### src/rtl/nand_sweep_pkg.sv
// Shared types and helpers for the NAND gate sweep tester.
// Pattern ordering and the reference NAND result live here so both RTL files agree.
package nand_sweep_pkg;

  typedef enum logic [1:0] {IDLE, RUN, DONE} state_e;

  localparam int MAX_N = 16;

  function automatic logic [MAX_N:0] bin2gray(input logic [MAX_N:0] idx);
    return idx ^ (idx >> 1);
  endfunction

  // Bits at or above n are forced high so they cannot affect the reduction.
  function automatic logic nand_exp(input logic [MAX_N-1:0] vec, input int n);
    logic [MAX_N-1:0] v;
    v = vec;
    for (int i = 0; i < MAX_N; i++) begin
      if (i >= n) v[i] = 1'b1;
    end
    return ~&v;
  endfunction

endpackage

### src/rtl/nand_sweep_tester_if.sv
// Bundle between the sweep tester and the gate under test / lab harness.
// The master side is the tester; the slave side drives start and returns dut_y.
interface nand_sweep_if #(
  parameter int N    = 4,
  parameter int ERRW = 8
);
  logic            start;
  logic            dut_y;
  logic [N-1:0]    stim;
  logic            busy;
  logic            done;
  logic            pass;
  logic [ERRW-1:0] err_cnt;
  logic            fail_valid;
  logic [N-1:0]    fail_vec;

  modport master (
    input  start, dut_y,
    output stim, busy, done, pass, err_cnt, fail_valid, fail_vec
  );

  modport slave (
    output start, dut_y,
    input  stim, busy, done, pass, err_cnt, fail_valid, fail_vec
  );
endinterface

### src/rtl/nand_pattern_gen.sv
// Pattern sequencer: holds each index for HOLD clocks and maps it to binary or Gray stimulus.
// sample_stb marks the last hold cycle of a pattern; last marks the final index.
module nand_pattern_gen
  import nand_sweep_pkg::*;
#(
  parameter int N    = 4,
  parameter int HOLD = 50,
  parameter int GRAY = 0
) (
  input  logic         clk,
  input  logic         rst_n,
  input  logic         load,
  input  logic         run,
  output logic [N-1:0] stim,
  output logic         sample_stb,
  output logic         last
);

  localparam int HW = $clog2(HOLD);

  // One extra index bit keeps the count from wrapping at N=16.
  logic [N:0]    idx_q, idx_d;
  logic [HW-1:0] hold_q, hold_d;
  logic [N-1:0]  stim_q, stim_d;

  function automatic logic [N-1:0] map_idx(input logic [N:0] idx);
    logic [MAX_N:0] wide;
    wide = (MAX_N+1)'(idx);
    if (GRAY != 0) wide = bin2gray(wide);
    return wide[N-1:0];
  endfunction

  assign sample_stb = run && (hold_q == HW'(HOLD - 1));
  assign last       = (idx_q == (N+1)'((1 << N) - 1));
  assign stim       = stim_q;

  always_comb begin
    idx_d  = idx_q;
    hold_d = hold_q;
    stim_d = stim_q;
    if (load) begin
      idx_d  = '0;
      hold_d = '0;
      stim_d = map_idx('0);
    end else if (sample_stb) begin
      hold_d = '0;
      if (last) begin
        idx_d  = '0;
        stim_d = '0;
      end else begin
        idx_d  = idx_q + (N+1)'(1);
        stim_d = map_idx(idx_q + (N+1)'(1));
      end
    end else if (run) begin
      hold_d = hold_q + HW'(1);
    end
  end

  always_ff @(posedge clk or negedge rst_n) begin
    if (!rst_n) begin
      idx_q  <= '0;
      hold_q <= '0;
      stim_q <= '0;
    end else begin
      idx_q  <= idx_d;
      hold_q <= hold_d;
      stim_q <= stim_d;
    end
  end

endmodule

### src/rtl/nand_sweep_tester.sv
// Exhaustive sweep checker for an N-input NAND gate: drives every pattern, compares dut_y
// against the ideal NAND, counts mismatches (saturating) and captures the first failing vector.
module nand_sweep_tester
  import nand_sweep_pkg::*;
#(
  parameter int N    = 4,
  parameter int HOLD = 50,
  parameter int GRAY = 0,
  parameter int ERRW = 8
) (
  input logic         clk,
  input logic         rst_n,
  nand_sweep_if.master bus
);

  state_e          state_q, state_d;
  logic            pass_q, pass_d;
  logic [ERRW-1:0] err_q, err_d;
  logic            fv_q, fv_d;
  logic [N-1:0]    fvec_q, fvec_d;

  logic         load;
  logic         run;
  logic [N-1:0] stim;
  logic         sample_stb;
  logic         last;
  logic         mismatch;

  assign run = (state_q == RUN);

  nand_pattern_gen #(
    .N    (N),
    .HOLD (HOLD),
    .GRAY (GRAY)
  ) u_gen (
    .clk        (clk),
    .rst_n      (rst_n),
    .load       (load),
    .run        (run),
    .stim       (stim),
    .sample_stb (sample_stb),
    .last       (last)
  );

  assign mismatch = (bus.dut_y != nand_exp(MAX_N'(stim), N));

  always_comb begin
    state_d = state_q;
    pass_d  = pass_q;
    err_d   = err_q;
    fv_d    = fv_q;
    fvec_d  = fvec_q;
    load    = 1'b0;
    case (state_q)
      IDLE, DONE: begin
        if (bus.start) begin
          state_d = RUN;
          load    = 1'b1;
          pass_d  = 1'b0;
          err_d   = '0;
          fv_d    = 1'b0;
          fvec_d  = '0;
        end
      end
      RUN: begin
        if (sample_stb) begin
          if (mismatch) begin
            if (err_q != '1) err_d = err_q + ERRW'(1);
            if (!fv_q) begin
              fv_d   = 1'b1;
              fvec_d = stim;
            end
          end
          // pass uses the post-compare count so a final-pattern miss is included.
          if (last) begin
            state_d = DONE;
            pass_d  = (err_d == '0);
          end
        end
      end
      default: state_d = IDLE;
    endcase
  end

  always_ff @(posedge clk or negedge rst_n) begin
    if (!rst_n) begin
      state_q <= IDLE;
      pass_q  <= 1'b0;
      err_q   <= '0;
      fv_q    <= 1'b0;
      fvec_q  <= '0;
    end else begin
      state_q <= state_d;
      pass_q  <= pass_d;
      err_q   <= err_d;
      fv_q    <= fv_d;
      fvec_q  <= fvec_d;
    end
  end

  assign bus.stim       = stim;
  assign bus.busy       = (state_q == RUN);
  assign bus.done       = (state_q == DONE);
  assign bus.pass       = pass_q;
  assign bus.err_cnt    = err_q;
  assign bus.fail_valid = fv_q;
  assign bus.fail_vec   = fvec_q;

endmodule

### src/flat_wrapper.sv
// flat-port wrapper written by rule: the top's interface ports become plain ports
module nand_sweep_tester_flat import nand_sweep_pkg::*;
#(
  parameter int N    = 4,
  parameter int HOLD = 50,
  parameter int GRAY = 0,
  parameter int ERRW = 8
)
  (clk, rst_n, bus_start, bus_dut_y, bus_stim, bus_busy, bus_done, bus_pass, bus_err_cnt, bus_fail_valid, bus_fail_vec);
  nand_sweep_if #(.N(N), .ERRW(ERRW)) bus_i ();
  input logic clk;
  input logic rst_n;
  input wire logic [$bits(bus_i.start)-1:0] bus_start;
  input wire logic [$bits(bus_i.dut_y)-1:0] bus_dut_y;
  output wire logic [$bits(bus_i.stim)-1:0] bus_stim;
  output wire logic [$bits(bus_i.busy)-1:0] bus_busy;
  output wire logic [$bits(bus_i.done)-1:0] bus_done;
  output wire logic [$bits(bus_i.pass)-1:0] bus_pass;
  output wire logic [$bits(bus_i.err_cnt)-1:0] bus_err_cnt;
  output wire logic [$bits(bus_i.fail_valid)-1:0] bus_fail_valid;
  output wire logic [$bits(bus_i.fail_vec)-1:0] bus_fail_vec;
  assign bus_i.start = bus_start;
  assign bus_i.dut_y = bus_dut_y;
  assign bus_stim = bus_i.stim;
  assign bus_busy = bus_i.busy;
  assign bus_done = bus_i.done;
  assign bus_pass = bus_i.pass;
  assign bus_err_cnt = bus_i.err_cnt;
  assign bus_fail_valid = bus_i.fail_valid;
  assign bus_fail_vec = bus_i.fail_vec;
  nand_sweep_tester #(.N(N), .HOLD(HOLD), .GRAY(GRAY), .ERRW(ERRW)) u_core (.clk(clk), .rst_n(rst_n), .bus(bus_i));
endmodule
### config.mk
export PLATFORM = sky130hd
export DESIGN_NAME = nand_sweep_tester_flat
export DESIGN_NICKNAME = d
export VERILOG_FILES = /design/src/rtl/nand_sweep_pkg.sv /design/src/rtl/nand_sweep_tester_if.sv /design/src/rtl/nand_pattern_gen.sv /design/src/rtl/nand_sweep_tester.sv /design/src/flat_wrapper.sv
export SDC_FILE = /design/constraint.sdc
export NUM_CORES = 1
export LEC_CHECK = 0
export CORE_MARGIN = 1.5
export CORE_UTILIZATION = 25
export CTS_BUF_LIST = sky130_fd_sc_hd__clkbuf_4
export DETAILED_ROUTE_END_ITERATION = 12
export PLACE_DENSITY = 0.4
export SYNTH_ARGS = -nofsm -noshare
export SYNTH_HDL_FRONTEND = slang
export SYNTH_SLANG_ARGS = --single-unit
### constraint.sdc
create_clock -name clk -period 2.07 [get_ports clk]
set_input_delay 0.207 -clock clk [delete_from_list [all_inputs] [get_ports clk]]
set_output_delay 0.207 -clock clk [all_outputs]
set_load 0.005 [all_outputs]
-- Yosys cells after proc, flatten, opt, wreduce, memory -nomap -nowiden
Cells that the tools add are included.
- eq/ne operators: 11
- multiplexer cells: 34
- add/subtract/negate cells: 3
- reductions and logical operators: 14
- operator list (operator ; count):
    2-to-1 mux 8 bit ; 6
    2-to-1 mux 4 bit ; 7
    2-to-1 mux 6 bit ; 3
    case mux 8 bit (2 select lines) ; 1
    2-to-1 mux 5 bit ; 3
    AND reduction 4 bit ; 3
    adder 8 x 1 -> 8 bit, second input constant ; 1
    logical NOT 8 bit ; 1
    inequality test 8 bit, second input constant ; 1
    case mux 4 bit (2 select lines) ; 1
    2-to-1 mux 1 bit ; 7
    adder 6 x 1 -> 6 bit, second input constant ; 1
    equality test 6 bit, second input constant ; 1
    2-to-1 mux 2 bit ; 3
    inequality test 2 x 1 -> 1 bit, second input constant ; 3
    AND reduction 3 bit ; 2
    adder 5 x 1 -> 5 bit, second input constant ; 1
    equality test 5 x 4 -> 1 bit, second input constant ; 1
    AND reduction 5 bit ; 1
    inequality test 2 bit, second input constant ; 2
    case mux 1 bit (2 select lines) ; 2
    case mux 2 bit (2 select lines) ; 1
    nonzero test 2 bit ; 2
    nonzero test 3 bit ; 1
    other kinds (7) ; 7
- output and inout bits: 20
- register bits: 31
- input port bits: 4

-- Longest topological paths before layout
Gate-level depths: netlist of the first run.
- word-level depth: 10
- gate-level depth with buffers: 8
- depth with buffers taken out: 7

-- By module
A second synthesis of the first run with hierarchy kept.
- cell total of the unflattened synthesis: 176
- area total of the unflattened synthesis: 1616.6 µm²
- by module, submodules not included (module ; times used ; area an instance (µm²) ; cells each):
    nand_sweep_tester ; 1 ; 930.9 ; 108
    nand_pattern_gen ; 1 ; 685.7 ; 68

-- Worst setup path before layout of the first run
No wires, ideal clock.
- path type: reg-to-reg
- start: register u_core.u_gen.idx_q[0]
- end: register u_core.pass_q, in the netlist u_core.bus.pass
- arrival time: 1.613 ns
- setup slack: 0.333 ns
- cell stages (with the launch flop): 7
- clock period less this slack: 1.737 ns
- buffers on the path: 0
- data required time: 1.947 ns
- cell sequence: dfrtp_1 ha_1 nand3_4 xnor2_4 mux2_4 o22ai_1 o31ai_2
- longest elaborated chain between the ends: 3
- ends and longest elaborated chain (what ; line ; text):
    start: declaration ; nand_pattern_gen.sv:22 ; logic [N:0] idx_q, idx_d;
    start signal: assignment ; nand_pattern_gen.sv:65 ; idx_q <= idx_d;
    equality test 5 x 4 -> 1 bit ; nand_pattern_gen.sv:34 ; assign last = (idx_q == (N+1)'((1 << N) - 1));
    inequality test 2 x 1 -> 1 bit (no line) ; n/a ;
    AND reduction 4 bit (no line) ; n/a ;
    end signal: assignment ; nand_sweep_tester.sv:94 ; pass_q <= pass_d;
    end: declaration ; nand_sweep_tester.sv:17 ; logic pass_q, pass_d;
Every way passes these cells.
A chain may end at the register's enable or synchronous reset.

-- Worst setup path after layout of the first run
- start: register u_core.state_q[1]
- end: output bus_busy
- longest elaborated chain between the ends: 1
- ends and longest elaborated chain (what ; line ; text):
    start: declaration ; nand_sweep_tester.sv:16 ; state_e state_q, state_d;
    start signal: assignment ; nand_sweep_tester.sv:93 ; state_q <= state_d;
    equality test 2 x 1 -> 1 bit ; nand_sweep_tester.sv:102 ; assign bus.busy = (state_q == RUN);
    end: declaration ; flat_wrapper.sv:16 ; output wire logic [$bits(bus_i.busy)-1:0] bus_busy;
Every way passes these cells.

==> results.tsv, run 1 <==
metric	value	unit
grt_pass1_vias	1309	
dpl_cell_area	1970	um^2
hold_path.class	primary input to async pin	
ff2ff_setup_slack	120	ps
utilization	33.1	%
r2r_start	u_core.bus.err_cnt[0]	
ys_top_cells_by_count	dfrtp_1 (27), o21ai_0 (16), nand2_1 (14), nor2_1 (11)	
yosysTopAreaCellShare	42.5	%
critPathLaunchType	register	
timing.fmax	0.511	GHz
io_buffers	23	
worstPathMaxFanout	7	
synth_top_family_by_area	simple AND/OR/NAND/NOR gates	
worst-path-buf-inv	3	
initial_utilization	26.4	%
max_slew_margin	71.7	%
final.setup.tns	0	ps
postCtsResizedCells	0	
p_leak	0.000868	uW
crit_start	u_core.state_q[1]	
p_total	1210	uW
fin_crit	1960	ps
vdd.ir_drop.worst	0.323	mV
cts_sinks	27	
via_per_inst	5.02	
ctsHoldBuffers	0	
grt_max_degree	28	
cp-end-kind	output pin	
required	1860	ps
totalWireLength	3990	um
fin_nets	202	
path_delay_family	buffers and inverters	
ys_ff_latch	27	
clk_path_buf_depth	2	
syn_avg_cell_area	9.87	um^2
reg2reg_depth	6	
synth-xor-area-share	4.96	%
finalCritPeriodShare	94.6	%
place.gp.congestion	0.873	
drive_gt1_share	16.6	%
synth.most_common_cell	dfrtp_1	
grt_use_total	13.2	%
rsz0062_at_grt	no	
worstMarginPinSlew	424	ps
power_density	608	nW/um^2
design.core.area	6030	um^2
diodes	0	
cts_tree	done	
cp_slowest_cell	clkdlybuf4s50_1	
rr_endpoint	u_core.bus.err_cnt[5]	
h-tree-depth	1	
die_area	6840	um^2
die_h	82.7	um
synth-edff-count	0	
critPathArrivalTime	1750	ps
drc	0	
postCtsSetupRepairBufs	0	
clkLatencyLatePin	330	ps
synth_fa_ha_area_share	3.15	%
synth_ff_type	dfrtp_1	
hpwl	3020	um
final_area	1990	um^2
synth-simple-area-share	22.8	%
row_count	28	
antenna_found_initial	0	
netlist_area	1590	um^2
synth_compound_area_share	19.6	%
area_growth	25.4	%
firstDrtPassIters	4	
slew_viol_final	0	
fin_worst_skew	4.64	ps
clk_pin_slew_worst_paths	160	ps
vias	1345	
synth_async_sr_flop_share	100	%
overflow	0	
synth.area.mux_share	1.57	%
synthCells	161	
max_cap_viol_count	0	
yosysSeqAreaShare	42.5	%
status	complete, no violations	
critPathKind	register to output pin	
numCtsBuffers	3	
root_buffer	clkbuf_4	
setup_viol	0	
hold_viol_final	0	
cp_slowest_stage_delay	530	ps
die_w	82.7	um
worst_slack	113	ps
wl_per_cell	14.9	um
path_cells	nand2b_1 -> buf_4 -> inv_1 -> clkdlybuf4s50_1	
dpl_worst_slack	140	ps
final_antenna_net_count	0	
syn_nets	169	
yosysTopAreaCell	dfrtp_1	
netlist_top_cells_area	dfrtp_1 (43%), o21ai_0 (5.0%), nand2_1 (3.3%)	
drt_iter0_drc	127	
synth_cell_type_count	49	
ios	24	
grt_pass1_wl	6760	um
ys_warn_count	0	
## area by class of cell
class,instances,area (um^2)
clock buffer,3,22.5
tap,75,93.8
clock inverter,1,5.00
inverter,5,18.8
multi-input combinational,118,827
timing repair buffer,39,350
sequential,27,676
fill,621,4030
## registers in the layout, summed over array words and instances (netlist names)
| register | flops |
|---|---|
| u_core.bus.err_cnt | 8 |
| u_core.bus.fail_valid | 1 |
| u_core.bus.fail_vec | 4 |
| u_core.bus.pass | 1 |
| u_core.state_q | 2 |
| u_core.u_gen.hold_q | 6 |
| u_core.u_gen.idx_q | 5 |
## layout by cell type (no fill, tap or decap), types with 2 or more instances in the layout
master / count
a31oi_1: 4
nand2b_1: 3
dfrtp_1: 27
a21o_1: 2
o21ai_0: 16
nor4b_1: 2
a22o_1: 4
o31ai_1: 2
a311oi_1: 2
and4_1: 2
inv_1: 5
nor2_1: 11
buf_4: 16
xor2_1: 2
nand4_1: 5
nand3_1: 4
xnor2_1: 2
clkdlybuf4s50_1: 23
nand2_1: 14
a211oi_1: 3
nor4_1: 3
ha_1: 4
o22ai_1: 2
clkbuf_4: 3
nor3_1: 3
and3_1: 2
a21oi_1: 5
## power breakdown
group | total [uW] | switching (uW) | leakage, uW | internal [uW]
clock | 244 | 171 | 0.0000177 | 72.6
sequential | 668 | 74.7 | 0.000362 | 594
combinational | 300 | 154 | 0.000488 | 146
total | 1210 | 399 | 0.000868 | 812
## stage by stage
step           hold slack [ps]  instances
2_1_floorplan            -88.6        161
3_3_place_gp               496        264
3_5_place_dp               495        264
4_1_cts                    243        268
5_1_grt                    251        268
6_report                   234        268
## routing by layer
| layer | routed length, um | vias to the layer above | GRT usage, % | part of all wire [%] |
|---|---|---|---|---|
| met1 | 2040 | 649 | 20.2 | 51 |
| met3 | 178 | 4 | 1.98 | 4.5 |
| met2 | 1730 | 36 | 18.8 | 43 |
| met4 | 36 | 0 | 4.00 | 0.90 |
| met5 | 0 | - | 0 | 0 |
| li1 | - | 656 | - | - |
## kinds of logic after synthesis
kind of cell	count (synthesis)
compound gates	47
xor+xnor	6
fa+ha+maj	4
buf+inv	16
flops	27
mux	2
simple gates	59
## worst max-delay path by stage
stage / to / slack (ps) / cells past startpoint
3_5_place_dp: u_core.bus.err_cnt[5] / 140 / 6
4_1_cts: bus_busy / 80 / 4
2_1_floorplan: u_core.bus.pass / 330 / 6
6_report: bus_busy / 110 / 4
3_3_place_gp: u_core.bus.err_cnt[5] / 130 / 5
5_1_grt: bus_busy / 0.3 / 4
Note: power is estimated with default switching activity, not from simulation.
==> run 2: changes to the inputs <==
CORE_MARGIN = unset   (was 1.5)
MAX_ROUTING_LAYER = met4   (was unset)
==> results.tsv, run 2 (synthesis gave the netlist of run 1 again) <==
metric	value	unit
ff_latch_area	676	um^2
worstPathMaxFanout	7	
totalWireLength	3940	um
dpl_cell_area	1940	um^2
clk_pin_slew_worst_paths	180	ps
initial_utilization	26.4	%
hold_path.class	primary input to async pin	
final.setup.tns	0	ps
drt_iter0_drc	135	
critPathLaunchType	register	
required	2310	ps
rsz0062_at_grt	no	
grt_max_degree	28	
instances_no_fill	265	
antenna_found_initial	0	
critPathKind	register to register	
clk_path_buf_depth	2	
drive_gt1_share	15.3	%
via_per_inst	5.04	
max_slew_margin	72.5	%
r2r_start	u_core.u_gen.idx_q[0]	
ctsHoldBuffers	0	
critPathArrivalTime	2190	ps
vdd.ir_drop.worst	0.282	mV
hpwl	2930	um
die_area	6680	um^2
largest_register_ffs	8	
die_h	81.7	um
pwr-share-clk	21.5	%
h-tree-depth	1	
fin_nets	199	
power.share.switching	33.4	%
ff2ff_setup_slack	120	ps
grt_pass1_wl	6640	um
grt_use_total	13.5	%
setup_viol	0	
seq_power_share	56.2	%
wl_per_cell	14.9	um
drc	0	
status	complete, no violations	
numCtsBuffers	3	
diodes	0	
ios	24	
cts_tree	done	
nFillCells	640	
dpl_worst_slack	94.3	ps
worstMarginPinSlew	413	ps
firstDrtPassIters	4	
p_leak	0.000856	uW
vias	1335	
hold_viol_final	0	
slew_viol_final	0	
clkLatencyLatePin	340	ps
finalCritPeriodShare	94.1	%
row_count	28	
power.internal	814	uW
area_growth	24.3	%
overflow	0	
die_w	81.7	um
grt_pass1_vias	1306	
fin_worst_skew	9.20	ps
timing.fmax	0.513	GHz
place.gp.congestion	0.860	
dp_cells	260	
cts_sinks	27	
io_buffers	23	
fin_crit	1950	ps
design.core.area	6030	um^2
layout_commonest_cell	dfrtp_1	
power_density	619	nW/um^2
final_area	1970	um^2
reg2reg_depth	6	
multi_input_area	827	um^2
worst_slack	122	ps
root_buffer	clkbuf_4	
cp-end-kind	register	
layout_common_cells	dfrtp_1 (27), clkdlybuf4s50_1 (23), o21ai_0 (16)	
max_cap_viol_count	0	
final_antenna_net_count	0	
power_frac_comb	22.3	%
rr_endpoint	u_core.bus.pass	
p_sw	408	uW
p_total	1220	uW
## run 2: cell count changes in the layout (fill, tap and decap cells not counted), sizes merged
cell,before,now
buf,16,13
clkinv,1,0
inv,5,6
## run 2: worst max-delay path by stage
| stage | from | to | slack (ps) |
|---|---|---|---|
| 6_report | u_core.u_gen.idx_q[0] | u_core.bus.pass | 120 |
| 5_1_grt | u_core.state_q[1] | bus_busy | 4 |
| 4_1_cts | u_core.state_q[1] | bus_busy | 100 |
| 3_5_place_dp | bus_dut_y | u_core.bus.pass | 90 |
| 3_3_place_gp | bus_dut_y | u_core.bus.pass | 50 |
| 2_1_floorplan | u_core.u_gen.idx_q[0] | u_core.bus.pass | 330 |
## run 2: area by class of cell
cell class	instances	area share, %
flip-flops and latches	27	34.2
multi-input cells	118	41.9
repair buffers	36	16.6
clock buffers	3	1.14
well taps	75	4.75
inverters	5	0.951
clock inverters	1	0.444
## run 2: critical path: stages, from the launching register on
cell and delay (ps):
dfrtp_1 410, ha_1 240, nand3_4 160, xnor2_4 340
mux2_4 330, o22ai_1 260, o31ai_2 100
## run 2: layer usage
metal  up-vias  track usage, %  part of all wire, %
met5         -               -                    0
met4         0            3.68                 0.58
met3         2            2.22                  4.5
met2        26            20.2                   46
met1       658            18.7                   49
li1        649               -                    -
## run 2: timing repair
item / in CTS / in global routing
setup buffers: 0 / 1
resized for setup: 0 / 0
endpoints found under the setup margin: 0 / 1
endpoints found under the hold margin: 0 / 0
## run 2: power groups by stage
| stage | logic [uW] | clock network [uW] | registers (uW) |
|---|---|---|---|
| 2_1_floorplan | 200 | 0 | 665 |
| 4_1_cts | 263 | 281 | 686 |
| 3_3_place_gp | 260 | 0 | 698 |
| 5_1_grt | 313 | 303 | 698 |
| 6_report | 273 | 262 | 687 |
| 3_5_place_dp | 261 | 0 | 695 |
## run 2: metrics by stage
step           hold slack [ps]  utilization (%)
3_5_place_dp               502             32.1
4_1_cts                    225             32.6
2_1_floorplan            -88.6                -
3_3_place_gp               502             32.1
5_1_grt                    229             32.8
6_report                   220             32.8
==> run 3: changes to the inputs <==
TNS_END_PERCENT = 10   (was unset)
==> results of run 3 <==
No change in the layout: final DEF, timing and power equal those of run 2.
